### src/rtl/route_collector_pkg.sv
// route_collector_pkg
//   Shared defaults and FSM state encoding for the route collector.
//   WIDTH_DEF         : bits per capacitor / channel word
//   CHANNEL_NUM_DEF   : number of packed output channels
//   CAPACITOR_NUM_DEF : number of capacitor-side input words
package route_collector_pkg;

    localparam int WIDTH_DEF         = 4;
    localparam int CHANNEL_NUM_DEF   = 4;
    localparam int CAPACITOR_NUM_DEF = 8;

    typedef enum logic [1:0] {
        ST_IDLE = 2'd0,
        ST_SCAN = 2'd1,
        ST_DONE = 2'd2
    } state_t;

endpackage

### src/rtl/route_collector_uniform_det.sv
// uniform_det
//   Flags a word whose bits are all 0 or all 1.
//   word_in     : WIDTH-bit word under test
//   uniform_out : 1 when word_in is all-0 or all-1
module uniform_det #(
    parameter int WIDTH = 4
) (
    input  logic [WIDTH-1:0] word_in,
    output logic             uniform_out
);

    // The two cases are mutually exclusive, so XOR behaves as OR here.
    assign uniform_out = (&word_in) ^ (~|word_in);

endmodule

### src/rtl/route_collector.sv
// route_collector
//   Latches a frame of capacitor words plus an enable mask, then scans the
//   capacitors one per cycle, packing enabled words into consecutive output
//   channels. Enabled words beyond the last channel are dropped and flagged
//   as overflow. The finished frame is held until downstream accepts it.
//   clk, rst_n   : clock, async active-low reset
//   cap_data_in  : CAPACITOR_NUM packed words
//   sw           : per-capacitor enable mask
//   in_valid     : input frame valid        in_ready : frame can be taken
//   data_out     : CHANNEL_NUM packed words ch_mask  : channel filled
//   ch_flag      : filled and uniform word  overflow : channels exhausted
//   out_valid    : output frame valid       out_ready: downstream accepts
//
//   state   | meaning
//   IDLE    | waiting for an input frame, in_ready high
//   SCAN    | walking capacitors 0..CAPACITOR_NUM-1, one per cycle
//   DONE    | frame complete; out_valid asserts one cycle after entry
module route_collector
    import route_collector_pkg::*;
#(
    parameter int WIDTH         = WIDTH_DEF,
    parameter int CHANNEL_NUM   = CHANNEL_NUM_DEF,
    parameter int CAPACITOR_NUM = CAPACITOR_NUM_DEF
) (
    input  logic                           clk,
    input  logic                           rst_n,
    input  logic [WIDTH*CAPACITOR_NUM-1:0] cap_data_in,
    input  logic [CAPACITOR_NUM-1:0]       sw,
    input  logic                           in_valid,
    output logic                           in_ready,
    output logic [WIDTH*CHANNEL_NUM-1:0]   data_out,
    output logic [CHANNEL_NUM-1:0]         ch_mask,
    output logic [CHANNEL_NUM-1:0]         ch_flag,
    output logic                           overflow,
    output logic                           out_valid,
    input  logic                           out_ready
);

    localparam int CAP_IDX_W = (CAPACITOR_NUM > 1) ? $clog2(CAPACITOR_NUM) : 1;
    // Extra bit so ch_idx can hold CHANNEL_NUM ("all channels used").
    localparam int CH_IDX_W  = $clog2(CHANNEL_NUM) + 1;

    state_t                         state_q, state_d;
    logic [WIDTH*CAPACITOR_NUM-1:0] cap_q, cap_d;
    logic [CAPACITOR_NUM-1:0]       sw_q, sw_d;
    logic [CAP_IDX_W-1:0]           cap_idx_q, cap_idx_d;
    logic [CH_IDX_W-1:0]            ch_idx_q, ch_idx_d;
    logic [WIDTH*CHANNEL_NUM-1:0]   data_out_q, data_out_d;
    logic [CHANNEL_NUM-1:0]         ch_mask_q, ch_mask_d;
    logic [CHANNEL_NUM-1:0]         ch_flag_q, ch_flag_d;
    logic                           overflow_q, overflow_d;
    logic                           out_valid_q, out_valid_d;
    logic                           in_ready_q, in_ready_d;

    logic [WIDTH-1:0]               cap_word;
    logic                           cap_uniform;

    assign cap_word = cap_q[cap_idx_q*WIDTH +: WIDTH];

    uniform_det #(.WIDTH(WIDTH)) u_uniform_det (
        .word_in     (cap_word),
        .uniform_out (cap_uniform)
    );

    always_comb begin
        state_d    = state_q;
        cap_d      = cap_q;
        sw_d       = sw_q;
        cap_idx_d  = cap_idx_q;
        ch_idx_d   = ch_idx_q;
        data_out_d = data_out_q;
        ch_mask_d  = ch_mask_q;
        ch_flag_d  = ch_flag_q;
        overflow_d = overflow_q;

        case (state_q)
            ST_IDLE: begin
                if (in_valid && in_ready_q) begin
                    cap_d      = cap_data_in;
                    sw_d       = sw;
                    data_out_d = '0;
                    ch_mask_d  = '0;
                    ch_flag_d  = '0;
                    overflow_d = 1'b0;
                    cap_idx_d  = '0;
                    ch_idx_d   = '0;
                    state_d    = ST_SCAN;
                end
            end
            ST_SCAN: begin
                if (sw_q[cap_idx_q]) begin
                    if (ch_idx_q < CH_IDX_W'(CHANNEL_NUM)) begin
                        for (int j = 0; j < CHANNEL_NUM; j++) begin
                            if (ch_idx_q == CH_IDX_W'(j)) begin
                                data_out_d[j*WIDTH +: WIDTH] = cap_word;
                                ch_mask_d[j]                 = 1'b1;
                                ch_flag_d[j]                 = cap_uniform;
                            end
                        end
                        ch_idx_d = ch_idx_q + 1'b1;
                    end else begin
                        overflow_d = 1'b1;
                    end
                end
                cap_idx_d = cap_idx_q + 1'b1;
                if (cap_idx_q == CAP_IDX_W'(CAPACITOR_NUM - 1)) begin
                    state_d = ST_DONE;
                end
            end
            ST_DONE: begin
                if (out_valid_q && out_ready) begin
                    state_d = ST_IDLE;
                end
            end
            default: state_d = ST_IDLE;
        endcase

        // out_valid lags DONE entry by one cycle, giving the
        // CAPACITOR_NUM+1 cycle accept-to-valid latency.
        out_valid_d = (state_q == ST_DONE) && (state_d == ST_DONE);
        in_ready_d  = (state_d == ST_IDLE);
    end

    always_ff @(posedge clk or negedge rst_n) begin
        if (!rst_n) begin
            state_q     <= ST_IDLE;
            cap_q       <= '0;
            sw_q        <= '0;
            cap_idx_q   <= '0;
            ch_idx_q    <= '0;
            data_out_q  <= '0;
            ch_mask_q   <= '0;
            ch_flag_q   <= '0;
            overflow_q  <= 1'b0;
            out_valid_q <= 1'b0;
            in_ready_q  <= 1'b1;
        end else begin
            state_q     <= state_d;
            cap_q       <= cap_d;
            sw_q        <= sw_d;
            cap_idx_q   <= cap_idx_d;
            ch_idx_q    <= ch_idx_d;
            data_out_q  <= data_out_d;
            ch_mask_q   <= ch_mask_d;
            ch_flag_q   <= ch_flag_d;
            overflow_q  <= overflow_d;
            out_valid_q <= out_valid_d;
            in_ready_q  <= in_ready_d;
        end
    end

    assign in_ready  = in_ready_q;
    assign data_out  = data_out_q;
    assign ch_mask   = ch_mask_q;
    assign ch_flag   = ch_flag_q;
    assign overflow  = overflow_q;
    assign out_valid = out_valid_q;

endmodule

### config.mk
export PLATFORM = sky130hd
export DESIGN_NAME = route_collector
export DESIGN_NICKNAME = d
export VERILOG_FILES = /design/src/rtl/route_collector_pkg.sv /design/src/rtl/route_collector_uniform_det.sv /design/src/rtl/route_collector.sv
export SDC_FILE = /design/constraint.sdc
export NUM_CORES = 1
export LEC_CHECK = 0
export BUFFER_PORTS_ARGS = -buffer_cell sky130_fd_sc_hd__buf_2
export CELL_PAD_IN_SITES_DETAIL_PLACEMENT = 1
export CELL_PAD_IN_SITES_GLOBAL_PLACEMENT = 1
export CORE_ASPECT_RATIO = 1.75
export CORE_MARGIN = 4
export CORE_UTILIZATION = 42
export CTS_CLUSTER_DIAMETER = 60
export DETAILED_ROUTE_END_ITERATION = 10
export PLACE_DENSITY = 0.78
export SLEW_MARGIN = 10
export SYNTH_ARGS = -nofsm -noshare
export SYNTH_HDL_FRONTEND = slang
export SYNTH_SLANG_ARGS = --single-unit
### constraint.sdc
create_clock -name clk -period 2.23 [get_ports clk]
set_input_delay 0.223 -clock clk [delete_from_list [all_inputs] [get_ports clk]]
set_output_delay 0.223 -clock clk [all_outputs]
set_load 0.03 [all_outputs]
Word-level counts from Yosys, hierarchy flattened
Cells that the tools add are included.

$add $sub $neg: 2. $lt $le $gt $ge: 2. Eq/ne operators: 15. Shift operators: 1. Multiplexer cells: 38. Bitwise gates (word level): 1. Reduce and logical (&&, ||, !) cells: 18.

Operators with widths (number): 16-bit 2-to-1 mux (3); 4-bit 2-to-1 mux (9); 16-bit one-hot mux with 2 select lines (1); 32-bit by 6-bit indexed part select with 4-bit output (1); 5-bit AND reduction (4); 2-bit != test, second input constant (8); 4-bit one-hot mux with 2 select lines (2); 1-bit 2-to-1 mux (12); 3-bit one-hot mux with 2 select lines (2); 4-bit AND reduction (3); 3-bit 2-to-1 mux (3); 3-bit by 1-bit adder with 3-bit output, second input constant (2); 3-bit by 2-bit == test with 1-bit output, second input constant (2); 2-bit 2-to-1 mux (3); 2-bit one-hot mux with 3 select lines (1); 2-bit == test, second input constant (2); 2-bit logical NOT (2); 3-bit by 4-bit less-than comparator with 1-bit output, second input constant (1); 2-bit AND reduction (2); 4-bit OR reduction (1); 1-bit binary-select mux with 3-bit select (1); 3-bit by 1-bit == test with 1-bit output, second input constant (1); 3-bit == test, second input constant (1); 1-bit logical AND (3); other kinds (7) (7).

Bits in registers: 75. Input bits: 44. Output and inout port bits: 27.

Logic depth before layout (Yosys ltp)
Gate-level depths: netlist of the first run.

Depth after elaboration: 8. Depth in mapped cells: 7.

Cells and area by module
Synthesis of the first run repeated with hierarchy kept, for this count alone.

Cell total of the unflattened synthesis: 335. Area total of the unflattened synthesis: 3483.3 um^2.

Modules (own cells, without submodules): route_collector (times used 1, cells an instance 332, area each 3465.8 um^2); uniform_det (times used 1, cells an instance 3, area each 17.5 um^2).

Worst setup path after synthesis of the first run
No wires, ideal clock.

Path type: register to register. Start point: register cap_idx_q[0]. End point: register data_out_q[0], in the netlist data_out[0]. Library setup time: 0.125 ns. Arrival time: 1.891 ns. Setup slack: 0.214 ns. Stages on the path, launching flop included: 7. Path buffers: 1. Period minus slack after synthesis: 2.016 ns. Cell sequence: dfrtp_1 buf_6 mux2i_1 o31a_1 a311oi_4 a21o_2 mux2_2.

Longest elaborated chain between the ends: 5. Elaborated cells between the ends (all ways): 9. Classes of those cells: eq/ne: 1; shift: 1; mux: 6; reduce/logical: 1.

Ends and longest elaborated chain: start, declared (RTL line route_collector.sv:46) `logic [CAP_IDX_W-1:0] cap_idx_q, cap_idx_d;`; start signal, assigned (RTL line route_collector.sv:141) `cap_idx_q <= cap_idx_d;`; 32-bit by 6-bit indexed part select with 4-bit output (RTL line route_collector.sv:58) `assign cap_word = cap_q[cap_idx_q*WIDTH +: WIDTH];`; 4-bit 2-to-1 mux (RTL line route_collector.sv:94) `if (ch_idx_q == CH_IDX_W'(j)) begin`; 16-bit 2-to-1 mux (RTL line route_collector.sv:92) `if (ch_idx_q < CH_IDX_W'(CHANNEL_NUM)) begin`; 16-bit 2-to-1 mux (RTL line route_collector.sv:91) `if (sw_q[cap_idx_q]) begin`; 16-bit one-hot mux with 2 select lines (RTL line route_collector.sv:76) `case (state_q)`; end signal, assigned (RTL line route_collector.sv:143) `data_out_q <= data_out_d;`; end, declared (RTL line route_collector.sv:48) `logic [WIDTH*CHANNEL_NUM-1:0] data_out_q, data_out_d;`.

Several ways; a longest one is shown, not always the timed one. The select of a mux whose other input is x is not followed. A chain may end at the register's enable or synchronous reset.

Worst setup path after layout of the first run
Start point: register cap_idx_q[0]. End point: register ch_flag_q[3], in the netlist ch_flag[3].

Longest elaborated chain between the ends: 8. Elaborated cells between the ends (all ways): 13. Classes of those cells: eq/ne: 1; shift: 1; mux: 6; bitwise: 1; reduce/logical: 4.

Ends and longest elaborated chain: 32-bit by 6-bit indexed part select with 4-bit output (RTL line route_collector.sv:58); 4-bit OR reduction (RTL line route_collector_uniform_det.sv:13) `assign uniform_out = (&word_in) ^ (~|word_in);`; 1-bit logical NOT (RTL line route_collector_uniform_det.sv:13); 1-bit XOR (RTL line route_collector_uniform_det.sv:13); 1-bit 2-to-1 mux (RTL line route_collector.sv:94); 4-bit 2-to-1 mux (RTL line route_collector.sv:92); 4-bit 2-to-1 mux (RTL line route_collector.sv:91); 4-bit one-hot mux with 2 select lines (RTL line route_collector.sv:76); end signal, assigned (RTL line route_collector.sv:145) `ch_flag_q <= ch_flag_d;`; end, declared (RTL line route_collector.sv:50) `logic [CHANNEL_NUM-1:0] ch_flag_q, ch_flag_d;`.

Several ways; a longest one is shown, not always the timed one. The select of a mux whose other input is x is not followed.

==> results of run 1 <==
==> cells by family (layout without fill, tap and decap cells) <==
| logic type | after synthesis | after routing | share of synthesized area [%] |
|---|---|---|---|
| adders and majority gates | 7 | 7 | 2.63 |
| AOI/OAI and AO/OA | 27 | 27 | 6.25 |
| DFF | 75 | 75 | 56.5 |
| buffers and inverters | 20 | 101 | 2.78 |
| muxes | 32 | 32 | 14.2 |
| and+or+nand+nor | 150 | 150 | 17.6 |
==> state kept, by name, indices dropped and copies added (netlist names) <==
register,flops
overflow,1
data_out,16
ch_mask,4
cap_idx_q,3
sw_q,8
out_valid,1
cap_q,32
ch_idx_q,3
in_ready,1
ch_flag,4
state_q,2
==> worst reg2reg max path: cells and delay by family (launching register included) <==
| family | cells | cell delay (ns) |
|---|---|---|
| mux | 2 | 0.83 |
| compound gates | 1 | 0.28 |
| flops | 1 | 0.44 |
| simple gates | 2 | 0.27 |
| buf+inv | 1 | 0.18 |
==> final cells by class <==
type                            count  area share (%)
Tap cell                           88            2.67
Sequential cell                    75            45.6
Clock inverter                      7            2.03
Multi-Input combinational cell    216            33.3
Clock buffer                        9            5.47
Timing Repair Buffer               80            10.5
Inverter                            5           0.456
==> power by group <==
part | total [mW] | internal (mW) | switching [mW] | leakage (nW)
clock | 1.48 | 0.885 | 0.595 | 0.149
combinational | 2.71 | 1.10 | 1.61 | 1.11
sequential | 2.33 | 1.96 | 0.369 | 0.954
total | 6.52 | 3.95 | 2.57 | 2.21
==> how the worst max path moves through the flow <==
stage	cells past startpoint	endpoint	slack (ns)	startpoint
after floorplan	6	data_out[0]	0.21	cap_idx_q[0]
after global routing	6	ch_flag[3]	0.02	cap_idx_q[0]
after CTS	6	ch_flag[3]	0.02	cap_idx_q[0]
final	6	ch_flag[3]	0.12	cap_idx_q[0]
after global placement	6	ch_flag[2]	0.12	cap_idx_q[0]
after detailed placement	6	ch_flag[2]	-0.03	cap_idx_q[0]
==> routing by layer <==
| metal | vias to the layer above | part of all wire (%) | track usage (%) |
|---|---|---|---|
| met2 | 56 | 58 | 34.0 |
| met5 | - | 0 | 0 |
| met4 | 0 | 2.1 | 7.72 |
| met1 | 1235 | 36 | 19.8 |
| met3 | 13 | 4.2 | 3.75 |
| li1 | 1194 | - | - |
==> repair_timing <==
item                                    CTS  global route
gates resized for setup                   1             4
pin swaps                                 0             1
endpoints found under the setup margin    4             4
gates cloned                              0             0
==> cell usage after synthesis <==
master      n  area [µm²]
nand4_1     1        6.26
inv_1       4        15.0
a21o_1      2        15.0
o22ai_1     1        6.26
or4_1       1        7.51
dfstp_2     1        26.3
nand2_1   128         480
buf_2       2        10.0
a211oi_1    1        7.51
or3_1       2        12.5
o31a_1      1        8.76
ha_1        7        87.6
buf_1       4        15.0
nor2_1     10        37.5
mux4_2      4        90.1
a32o_1      4        40.0
mux4_1      5         131
mux2_2     17         191
a21o_2      4        35.0
a31oi_1     1        6.26
nand3_1     4        20.0
and2_1      1        6.26
buf_6       2        22.5
a311oi_4    1        26.3
mux2i_1     6        60.1
nor3_1      2        10.0
clkinv_1    1        3.75
a21oi_1     8        40.0
o31ai_1     1        7.51
clkbuf_1    7        26.3
o21ai_0     3        15.0
nor2b_1     1        6.26
dfrtp_1    74        1850
==> metrics.cfg, run 1 <==
[grt]
first_global_vias = 2730
grt_use_total_pct = 18.6
grt_max_degree = 76
grt_pass1_wl_mm = 13.2
antenna_found_initial = 0
overflow = 0

[setup_path]
r2r_cells = 6
reg2reg_from = cap_idx_q[0]
worst_setup_path_start_kind = flip-flop
regToRegSetupSlack_ns = 0.12
cp_slowest_cell = mux4_1
worstPathArrival_ns = 2.34
worstSetupPathType = reg -> reg
crit_required_ns = 2.45
path_delay_family = multiplexers
crit_buf_inv = 1
path_cells = buf_6, mux4_1, mux2i_2, or4_1, nand2_1, a32o_1
cp-end-kind = flip-flop
worstReg2RegEnd = ch_flag[3]
cp_max_fo = 10
max_stage_delay_ns = 0.60

[hold_path]
min_path_type = in -> async

[sta]
hold_violations = 0
holdWs_ns = 0.0123
tns_ns = 0
clock_skew_ns = 0.00617
rsz0062_at_grt = false
timing.final.crit_share_pct = 94.8
relSlewSlack_pct = 35.8
setup_viol = 0
tightestPinTransition_ns = 0.962
timing.fmax_mhz = 473
maxSlewViolCount = 0
min_period_ns = 2.11
setup_ws_ns = 0.115

[final_layout]
final_core_util_pct = 54.1
nFillCells = 849
layout_common_cells = 128 x nand2_1, 73 x dfrtp_1, 69 x buf_2
design_area_um2 = 4120
fin_nets = 438
antenna_cells = 0
drive_above_1_share_pct = 32.7
stdcell_count = 480
area_delta_synth_final_pct = 23.9
ff_latch_area_um2 = 1880
multi_input_area_um2 = 1370
final_common_cell = nand2_1

[detailed_routing]
route.detailed.drc = 0
ant_nets = 0
via_per_inst = 5.20
drtIter0Drc = 81
first_pass_iters = 4
wl_mm = 7.98
num_vias = 2498
wl_per_cell_um = 16.6

[logic_synthesis]
syn_nets = 362
netlist_instances = 311
yosysWarnings = 0
ys_seq_area_share_pct = 56.5
ys_ff_latch = 75
yosysUniqueCellTypes = 33
syn_area_um2 = 3330
syn_avg_cell_area_um2 = 10.7

[placed_design]
dp_hpwl_mm = 5.88
place_inst = 464
port_buffers = 70
placed_area_um2 = 3790
pre_cts_slack_ns = -0.0290
gp_congestion = 0.801

[cts]
postCtsSetupRepairBufs = 0
cts_buffers = 9
htreeDepth = 3
holdBufCountCts = 0
clock_latency_ns = 0.33
clock_sinks = 75
cts.clk_slew.worst_paths_ns = 0.06
clk_root_buffer_cell = clkbuf_16
cts_tree = done
clockBufferDepth = 2

[die]
dieArea_um2 = 9460
io_pins = 71
core_region_area_um2 = 7620
die_height_um = 126
fp.dieW_um = 75.3
rows = 42
initial_utilization_pct = 43.6

[power]
total_power_mw = 6.52
leakage_nw = 2.21
p_per_area_nw_per_um2 = 1580
vdd_drop_max_mv = 0.661

[run_status]
status = complete, no violations

[job]
maxCapViolations = 0

Note: power is estimated with default switching activity, not from simulation.
==> inputs of run 2 (changes only) <==
- SLEW_MARGIN: 10 -> not set
- SYNTH_HIERARCHICAL: not set -> 1
==> run 2 against run 1 <==
Power grew 7.3%. Critical path type unchanged. Utilization grew 0.15 points. Final cell count grew 6.0%. Largest cell class unchanged. Highest routed layer unchanged. Global-route usage grew 1.1 points. Clock power shrank 14%. Synthesized area grew 4.7%.
==> metrics.cfg, run 2 <==
[final_layout]
regMostFlops = cap_q  ; unchanged
antenna_cells = 0  ; unchanged
area_delta_synth_final_pct = 24.8  ; was 23.9%
stdcell_count = 509  ; was 480
final_common_cell = nand2_1  ; unchanged
layout_common_cells = 152 x nand2_1, 73 x dfrtp_1, 70 x buf_2  ; was 128 x nand2_1, 73 x dfrtp_1, 69 x buf_2
drive_above_1_share_pct = 31.3  ; was 32.7%
largest_reg_flops = 32  ; unchanged
nFillCells = 927  ; was 849
fin_nets = 465  ; was 438

[cts]
cts.clk_slew.worst_paths_ns = 0.06  ; about the same
clock_sinks = 75  ; unchanged
clk_root_buffer_cell = clkbuf_16  ; unchanged
cts_tree = done  ; unchanged
clock_latency_ns = 0.34  ; was 0.33 ns
htreeDepth = 3  ; unchanged
cts_buffers = 9  ; unchanged
clockBufferDepth = 2  ; unchanged

[placed_design]
dp_hpwl_mm = 6.39  ; was 5.88 mm
place_inst = 490  ; was 464
port_buffers = 70  ; unchanged
gp_congestion = 0.825  ; was 0.801

[job]
maxCapViolations = 0  ; unchanged

[power]
p_seq_share_pct = 34.3  ; was 35.7%
leakage_nw = 2.20  ; was 2.21 nW
swShare_pct = 41.5  ; was 39.4%
power_frac_clock_pct = 18.3  ; was 22.7%
switchingPower_mw = 2.90  ; was 2.57 mW
vdd_drop_max_mv = 0.632  ; was 0.661 mV
p_int_mw = 4.09  ; was 3.95 mW
p_per_area_nw_per_um2 = 1610  ; was 1580 nW/µm²
share_comb_of_total_power_pct = 47.4  ; was 41.6%

[detailed_routing]
wl_mm = 8.87  ; was 7.98 mm
via_per_inst = 5.31  ; was 5.20
wl_per_cell_um = 17.4  ; was 16.6 µm
first_pass_iters = 4  ; unchanged
drtIter0Drc = 133  ; was 81
num_vias = 2704  ; was 2498
ant_nets = 0  ; unchanged
route.detailed.drc = 0  ; unchanged

[logic_synthesis]
yosysWarnings = 6  ; was 0
syn_avg_cell_area_um2 = 10.4  ; was 10.7 µm²
ys_seq_area_share_pct = 53.9  ; was 56.5%
yosysMostFrequentCell = nand2_1  ; unchanged
synth_top_area_share_pct = 53.2  ; was 55.7%
netlist_top_cells_count = 153 x nand2_1, 74 x dfrtp_1, 20 x o2bb2ai_1  ; was 128 x nand2_1, 74 x dfrtp_1, 17 x mux2_2
synth_area_leader_cell = dfrtp_1  ; unchanged
ys_ff_latch = 75  ; unchanged
ys_top_cells_by_area = dfrtp_1 53%, nand2_1 16%, mux4_2 5.2%, o2bb2ai_1 5.0%, nor4b_4 2.7%  ; was dfrtp_1 56%, nand2_1 14%, mux2_2 5.8%, mux4_1 4.0%, mux4_2 2.7%
synth-async-reset-ratio_pct = 100  ; unchanged
yosysUniqueCellTypes = 38  ; was 33
netlist_instances = 335  ; was 311
syn_nets = 386  ; was 362
synth-edff-count = 0  ; unchanged
syn_area_um2 = 3480  ; was 3330 µm²
ys.flop_type = dfrtp_1  ; unchanged

[setup_path]
worstPathArrival_ns = 2.47  ; was 2.34 ns
cp_max_fo = 6  ; was 10
worstSetupPathType = reg -> reg  ; unchanged
regToRegSetupSlack_ns = 0.03  ; was 0.12 ns
crit_required_ns = 2.50  ; was 2.45 ns
worstReg2RegEnd = ch_flag[3]  ; unchanged
reg2reg_from = cap_idx_q[1]  ; was cap_idx_q[0]
max_stage_delay_ns = 0.55  ; was 0.60 ns
path_cells = buf_12, mux4_2, mux2_4, or4_4, nand2_4, o2bb2ai_1  ; was buf_6, mux4_1, mux2i_2, or4_1, nand2_1, a32o_1
crit_buf_inv = 1  ; unchanged
critPathLaunch = cap_idx_q[1]  ; was cap_idx_q[0]
worst_setup_path_start_kind = flip-flop  ; unchanged
cp_num_cells = 6  ; unchanged
path_delay_family = multiplexers  ; unchanged
r2r_cells = 6  ; unchanged
cp-end-kind = flip-flop  ; unchanged
cp_slowest_cell = or4_4  ; was mux4_1

[grt]
grt_use_total_pct = 19.7  ; was 18.6%
first_global_vias = 3010  ; was 2730
grt_pass1_wl_mm = 15.2  ; was 13.2 mm
antenna_found_initial = 0  ; unchanged
grt_max_degree = 70  ; was 76
overflow = 0  ; unchanged

[die]
core_region_area_um2 = 8020  ; was 7620 µm²
io_pins = 71  ; unchanged
dieArea_um2 = 9870  ; was 9460 µm²
rows = 43  ; was 42
initial_utilization_pct = 43.5  ; was 43.6%
die_height_um = 128  ; was 126 µm
fp.dieW_um = 76.8  ; was 75.3 µm

[sta]
min_period_ns = 2.20  ; was 2.11 ns
maxSlewViolCount = 0  ; unchanged
timing.final.crit_share_pct = 98.9  ; was 94.8%
timing.fmax_mhz = 454  ; was 473 MHz
rsz0062_at_grt = true  ; was false
relSlewSlack_pct = 60.6  ; was 35.8%
setup_viol = 0  ; unchanged
hold_violations = 0  ; unchanged
tightestPinTransition_ns = 0.592  ; was 0.962 ns
clock_skew_ns = 0.00972  ; was 0.00617 ns
holdWs_ns = 0.0772  ; was 0.0123 ns

[run_status]
status = complete, no violations  ; unchanged

[hold_path]
hp-start = sw[5]
min_delay_worst_endpoint = sw_q[5]
min_path_type = in -> reg  ; was in -> async
worstHoldPathCells = 3

run 2: worst max-delay path by stage:
stage	end	slack [ns]
floorplan	ch_flag[0]	0.03
global placement	ch_flag[3]	0.04
detailed placement	ch_flag[0]	0.01
CTS	ch_flag[2]	0.02
global route	ch_flag[2]	-0.03
finish	ch_flag[3]	0.03
run 2: final cells by class:
| type | count | area, µm² | area share, % |
|---|---|---|---|
| clock buffers | 13 | 240 | 5.53 |
| clock inverters | 3 | 17.5 | 0.403 |
| inverters | 4 | 15.0 | 0.345 |
| multi-input cells | 239 | 1550 | 35.6 |
| flip-flops and latches | 75 | 1880 | 43.2 |
| well taps | 90 | 113 | 2.59 |
| repair buffers | 85 | 533 | 12.3 |
run 2: logic make-up (layout without fill, tap and decap cells):
family / Yosys count / after routing / share of synthesized area, %
DFF: 75 / 75 / 53.9
buffers and inverters: 21 / 105 / 3.09
muxes: 16 / 16 / 7.83
adders and majority gates: 7 / 7 / 2.51
and+or+nand+nor: 181 / 181 / 23.9
AOI/OAI and AO/OA: 35 / 35 / 8.76
run 2: timing repair:
item / in CTS / in global routing
hold buffers: 1 / 0
endpoints found under the setup margin: 3 / 4
endpoints found under the hold margin: 23 / 0
pin swaps: 0 / 2
cloned: 0 / 1
buffers inserted: 0 / 1
resized for setup: 1 / 7
run 2: worst reg2reg max path: stages, from the launching register on:
cell and delay (ns):
dfrtp_1 0.42, buf_12 0.16, mux4_2 0.51, mux2_4 0.28, or4_4 0.55, nand2_4 0.10
o2bb2ai_1 0.12
run 2: power by group through the flow:
| stage | Sequential [mW] | Clock [mW] | Combinational [mW] |
|---|---|---|---|
| 6_report | 2.39 | 1.28 | 3.32 |
| 5_1_grt | 2.48 | 1.36 | 3.65 |
| 4_1_cts | 2.40 | 1.30 | 3.23 |
| 3_5_place_dp | 2.42 | 0 | 3.18 |
| 3_3_place_gp | 2.37 | 0 | 3.05 |
| 2_1_floorplan | 2.61 | 0 | 1.90 |
run 2: through the flow:
step	cell area [µm²]	power [mW]	TNS, ns	utilization (%)	worst slack, ns
5_1_grt	4350	7.49	-0.118	54.2	-0.0342
2_1_floorplan	3480	4.51	0	-	0.0261
4_1_cts	4280	6.93	0	53.4	0.0206
3_3_place_gp	4010	5.42	0	50.1	0.0446
6_report	4350	6.99	0	54.2	0.0251
3_5_place_dp	4010	5.60	0	50.1	0.0100
run 2: per-layer routing:
layer	up-vias	global-route usage, %	routed length, µm
met1	1352	22.4	3450
met5	-	0	0
met2	58	36.5	4930
met3	13	3.92	310
li1	1281	-	-
met4	0	6.72	185
